===== src/rtl/vga_timing_generator.sv =====
// Two-axis VGA timing with run-time geometry shadow-latched at frame boundaries; syncs/VideoOn registered with position.
// Outputs change on the same edge as xposition/yposition; Enable=0 freezes all state (no other backpressure).
module vga_timing_generator #(
    parameter int XBITS = 10,
    parameter int YBITS = 10,
    parameter int FBITS = 8
) (
    input  logic             Clock,
    input  logic             Reset,
    input  logic             PixelTick,
    input  logic             Enable,
    input  logic             Restart,
    input  logic [XBITS-1:0] HActive,
    input  logic [XBITS-1:0] HFront,
    input  logic [XBITS-1:0] HSync,
    input  logic [XBITS-1:0] HBack,
    input  logic [YBITS-1:0] VActive,
    input  logic [YBITS-1:0] VFront,
    input  logic [YBITS-1:0] VSync,
    input  logic [YBITS-1:0] VBack,
    input  logic             HPol,
    input  logic             VPol,
    output logic             hsync,
    output logic             vsync,
    output logic [XBITS-1:0] xposition,
    output logic [YBITS-1:0] yposition,
    output logic             VideoOn,
    output logic             LineEnd,
    output logic             FrameEnd,
    output logic [FBITS-1:0] FrameCount,
    output logic             ConfigError
);
    // Two spare bits so the four-segment sum cannot wrap before the legality check.
    localparam int XW = XBITS + 2;
    localparam int YW = YBITS + 2;

    localparam logic [1:0] S_IDLE  = 2'd0;
    localparam logic [1:0] S_LOAD  = 2'd1;
    localparam logic [1:0] S_RUN   = 2'd2;
    localparam logic [1:0] S_ERROR = 2'd3;

    typedef struct packed {
        logic [XBITS-1:0] act;
        logic [XBITS-1:0] fp;
        logic [XBITS-1:0] sy;
        logic [XBITS-1:0] bp;
        logic             pol;
    } h_cfg_t;

    typedef struct packed {
        logic [YBITS-1:0] act;
        logic [YBITS-1:0] fp;
        logic [YBITS-1:0] sy;
        logic [YBITS-1:0] bp;
        logic             pol;
    } v_cfg_t;

    logic [1:0]       state, state_nxt;
    logic [XBITS-1:0] x, x_nxt;
    logic [YBITS-1:0] y, y_nxt;
    logic [FBITS-1:0] fcnt, fcnt_nxt;
    h_cfg_t           hcfg, hcfg_nxt, h_in;
    v_cfg_t           vcfg, vcfg_nxt, v_in;
    logic             in_ok, x_last, y_last, adv;
    logic             hsync_nxt, vsync_nxt, video_nxt;
    logic [XW-1:0]    hs_beg, hs_end;
    logic [YW-1:0]    vs_beg, vs_end;

    function automatic logic [XW-1:0] h_total(input h_cfg_t c);
        return XW'(c.act) + XW'(c.fp) + XW'(c.sy) + XW'(c.bp);
    endfunction

    function automatic logic [YW-1:0] v_total(input v_cfg_t c);
        return YW'(c.act) + YW'(c.fp) + YW'(c.sy) + YW'(c.bp);
    endfunction

    assign h_in = {HActive, HFront, HSync, HBack, HPol};
    assign v_in = {VActive, VFront, VSync, VBack, VPol};

    assign in_ok = (h_total(h_in) <= (XW'(1) << XBITS)) &&
                   (v_total(v_in) <= (YW'(1) << YBITS)) &&
                   (|HActive) && (|VActive) && (|HSync) && (|VSync);

    assign x_last = (XW'(x) == h_total(hcfg) - XW'(1));
    assign y_last = (YW'(y) == v_total(vcfg) - YW'(1));
    assign adv    = Enable && PixelTick && !Restart && (state == S_RUN);

    assign LineEnd     = adv && x_last;
    assign FrameEnd    = LineEnd && y_last;
    assign xposition   = x;
    assign yposition   = y;
    assign FrameCount  = fcnt;
    assign ConfigError = (state == S_ERROR);

    always_comb begin
        state_nxt = state;
        x_nxt     = x;
        y_nxt     = y;
        fcnt_nxt  = fcnt;
        hcfg_nxt  = hcfg;
        vcfg_nxt  = vcfg;
        if (Enable) begin
            if (Restart && state != S_IDLE) begin
                state_nxt = S_LOAD;
                x_nxt     = '0;
                y_nxt     = '0;
            end else begin
                case (state)
                    S_IDLE: state_nxt = S_LOAD;
                    S_LOAD: begin
                        hcfg_nxt  = h_in;
                        vcfg_nxt  = v_in;
                        x_nxt     = '0;
                        y_nxt     = '0;
                        state_nxt = in_ok ? S_RUN : S_ERROR;
                    end
                    S_RUN: if (PixelTick) begin
                        if (x_last) begin
                            x_nxt = '0;
                            if (y_last) begin
                                y_nxt    = '0;
                                fcnt_nxt = fcnt + FBITS'(1);
                                hcfg_nxt = h_in;
                                vcfg_nxt = v_in;
                                if (!in_ok) state_nxt = S_ERROR;
                            end else begin
                                y_nxt = y + YBITS'(1);
                            end
                        end else begin
                            x_nxt = x + XBITS'(1);
                        end
                    end
                    S_ERROR: if (PixelTick) begin
                        hcfg_nxt = h_in;
                        vcfg_nxt = v_in;
                        x_nxt    = '0;
                        y_nxt    = '0;
                        if (in_ok) state_nxt = S_RUN;
                    end
                    default: state_nxt = S_IDLE;
                endcase
            end
        end
    end

    // Decode from next-state values so registered outputs line up with the new position.
    assign hs_beg = XW'(hcfg_nxt.act) + XW'(hcfg_nxt.fp);
    assign hs_end = hs_beg + XW'(hcfg_nxt.sy);
    assign vs_beg = YW'(vcfg_nxt.act) + YW'(vcfg_nxt.fp);
    assign vs_end = vs_beg + YW'(vcfg_nxt.sy);

    always_comb begin
        hsync_nxt = ~hcfg_nxt.pol;
        vsync_nxt = ~vcfg_nxt.pol;
        video_nxt = 1'b0;
        if (state_nxt == S_RUN) begin
            if (XW'(x_nxt) >= hs_beg && XW'(x_nxt) < hs_end) hsync_nxt = hcfg_nxt.pol;
            if (YW'(y_nxt) >= vs_beg && YW'(y_nxt) < vs_end) vsync_nxt = vcfg_nxt.pol;
            video_nxt = (x_nxt < hcfg_nxt.act) && (y_nxt < vcfg_nxt.act);
        end
    end

    always_ff @(posedge Clock or negedge Reset) begin
        if (!Reset) begin
            state   <= S_IDLE;
            x       <= '0;
            y       <= '0;
            fcnt    <= '0;
            hcfg    <= '0;
            vcfg    <= '0;
            hsync   <= 1'b1;
            vsync   <= 1'b1;
            VideoOn <= 1'b0;
        end else begin
            state   <= state_nxt;
            x       <= x_nxt;
            y       <= y_nxt;
            fcnt    <= fcnt_nxt;
            hcfg    <= hcfg_nxt;
            vcfg    <= vcfg_nxt;
            hsync   <= hsync_nxt;
            vsync   <= vsync_nxt;
            VideoOn <= video_nxt;
        end
    end

endmodule


===== config.mk =====
export PLATFORM = sky130hd
export DESIGN_NAME = vga_timing_generator
export DESIGN_NICKNAME = d
export VERILOG_FILES = /design/src/rtl/vga_timing_generator.sv
export SDC_FILE = /design/constraint.sdc
export NUM_CORES = 1
export LEC_CHECK = 0
export BUFFER_PORTS_ARGS = -buffer_cell sky130_fd_sc_hd__buf_2
export CAP_MARGIN = 25
export CELL_PAD_IN_SITES_DETAIL_PLACEMENT = 0
export CELL_PAD_IN_SITES_GLOBAL_PLACEMENT = 1
export CORE_MARGIN = 2
export CORE_UTILIZATION = 25
export DETAILED_ROUTE_END_ITERATION = 6
export PLACE_DENSITY = 0.52
export SLEW_MARGIN = 40
export SYNTH_ARGS = -nofsm -noshare
export SYNTH_HDL_FRONTEND = slang
export SYNTH_SLANG_ARGS = --single-unit

===== constraint.sdc =====
create_clock -name Clock -period 11.1 [get_ports Clock]
set_input_delay 0.555 -clock Clock [delete_from_list [all_inputs] [get_ports Clock]]
set_output_delay 0.555 -clock Clock [all_outputs]
set_load 0.005 [all_outputs]

==> metrics.txt <==
CTS Buf Count 17; skew final 14.8 ps; RSZ-0062 raised after global routing false; Final Hold Fails 0; critical path arrival 10110 ps; CTS tree built; Reg-to-Reg Start vcfg[2]; die area 50500 um^2; ant diodes 0; slowest CP cell and2_4; initial core utilization 25.4%; setup bufs post-CTS 0; max incr delay on CP 510 ps; clock slew at reported path FFs 60 ps; CP max FO 41; number of synthesized flops with an enable pin 0; Synth Register Bits 115; R2R setup slack 1350 ps; DR iter-0 viols 637; max_cap viols 0; Avg WL per Cell 20.0 um; Nets 1775; die height 225 um; Post-CTS Hold Buffers 0; Startpoint Class flop; IO buf count 120; WL final 41300 um; Syn-to-layout area delta 15.8%; delay-heaviest family, CP adder cells; number of I/O pins 121; Slew @ Worst Pin 745 ps; Post-Syn Area 12200 um^2; Die Span X 225 um; CTS Buffer Depth 2; Req. time, crit path 11460 ps; status finished with violations; H-tree Lvls 4; Final min period 9750 ps; Clock Latency Late Sink 450 ps; Yosys warnings 0; number of global-route vias before repair 10.4k; relative slew slack 50.3%; Post-synth top flop dfrtp_1; Syn Nets 1660; global route overflow 0; Synth Instances 1326; CTS Sinks 115; initial antenna violation count 1; worst hold path class input pin to asynchronous set/reset pin; fraction of layout cells with a size suffix above 1 13.1%; via count 9998; Via density 4.83; Global Route Usage Sum 16.9%; global-route wire length before repair 63700 um; cell row count 80; Max Transition Viols Final 0; drt pass-1 iters 7; Post-DP HPWL 34500 um; Netlist cell types 72; largest net degree at the start of global routing 61; setup TNS 0 ps; worst path bufs/invs 6; Antenna Nets Post-Route 0; Critical Path End Type flop; Worst Reg-to-Reg Cells 38; sequential share of the synthesized area 23.7%; synthesized area per cell 9.18 um^2; clk root buf clkbuf_16; Final Wtd Congestion 0.839; ys async rst share 100%; CP Class flop to flop; Worst R2R End vsync; DRC 4; fin crit share 87.8%; failing checks design-rule violations; Setup violations, final 0; core area 47900 um^2; post-cts resize count 0; Fmax achieved 103 MHz
-- how the worst max path moves through the flow --
| stage | start | slack, ps | cells after the start | end |
|---|---|---|---|---|
| detailed placement | vcfg[2] | 1420 | 38 | vsync |
| global placement | hcfg[2] | 1510 | 36 | vsync |
| floorplan | hcfg[2] | 2100 | 38 | vsync |
| finish | vcfg[2] | 1350 | 38 | vsync |
| CTS | hcfg[2] | 1370 | 36 | vsync |
| global route | vcfg[12] | 640 | 38 | vsync |
-- logic make-up (layout without fill, tap and decap cells) --
group,Yosys count,in the layout,synth area share (%)
compound gates,337,337,17.7
simple gates,312,312,12.9
buf+inv,198,326,6.13
fa+ha+maj,249,249,30.6
xor+xnor,77,77,5.54
flops,115,115,23.7
mux,38,38,3.47
-- through the flow --
stage	instances	util [%]	worst slack (ps)	instance area, um^2	hold slack [ps]
finish	2069	29.4	1350	14100	86.0
global route	2069	29.4	645	14100	120
CTS	2069	29.4	1370	14100	97.9
detailed placement	2037	28.1	1420	13500	456
global placement	2036	28.1	1510	13500	451
floorplan	1326	-	2100	12200	259
-- cell usage after synthesis (all sizes together), types with 7 or more instances --
cell,n,area share (%)
inv,167,5.2
ha,165,17
dfrtp,113,23
nand2,105,3.2
o21ai,102,4.2
fa,82,13
a21oi,78,3.2
nor2,51,1.6
xnor2,44,3.2
a21o,39,2.4
mux2,34,3.1
xor2,33,2.4
nor3,27,1.2
clkbuf,25,0.77
nand3,23,0.95
o21bai,18,1.1
nand4,16,0.82
and3,15,0.81
a211oi,12,0.78
nor4,12,0.62
nor2b,11,0.57
o22ai,11,0.57
and2,9,0.46
nand2b,9,0.46
or4,9,0.59
a31oi,8,0.41
nor3b,7,0.43
o21a,7,0.43
o31ai,7,0.43
-- flip-flops by register name, indices dropped and copies added (netlist names) --
signal,flops
hcfg,41
vcfg,41
xposition,10
yposition,10
FrameCount,8
state,2
VideoOn,1
hsync,1
vsync,1
-- routing by layer --
metal,track usage (%),part of all wire (%)
met5,0,0
met4,4.12,1.6
met3,2.42,3.4
met2,25.8,43
met1,25.0,52
-- layout by cell type, fill, tap and decap left out, drive strengths merged, types with 5 or more instances in the layout --
cell type and n:
o21bai 18, o31ai 7, nor3b 7, buf 127, a21o 39, xor2 33, nand3 23, mux2 34
nand2b 9, fa 82, a2111oi 6, nand2 105, a31oi 8, nor2 51, and3 15, ha 165
clkbuf 19, inv 167, o22ai 11, nor3 27, nor2b 11, clkinvlp 5, dfrtp 113, o21ai 102
clkinv 5, nor4 12, a211oi 12, a21oi 78, xnor2 44, nand4 16, nor4b 5, or4 9
a211o 5, and2 9, o21a 7
-- final cells by class --
class                   count  area (um^2)
clock buffers              19          443
clock inverters            13          160
fillers                  5034        33900
inverters                 167          627
multi-input cells        1013         8550
flip-flops and latches    115         2880
well taps                 615          769
repair buffers            127          661
Power is left out: the tool's default activity adds up to more than one toggle a clock period on the data nets, which glitch-free logic cannot reach.
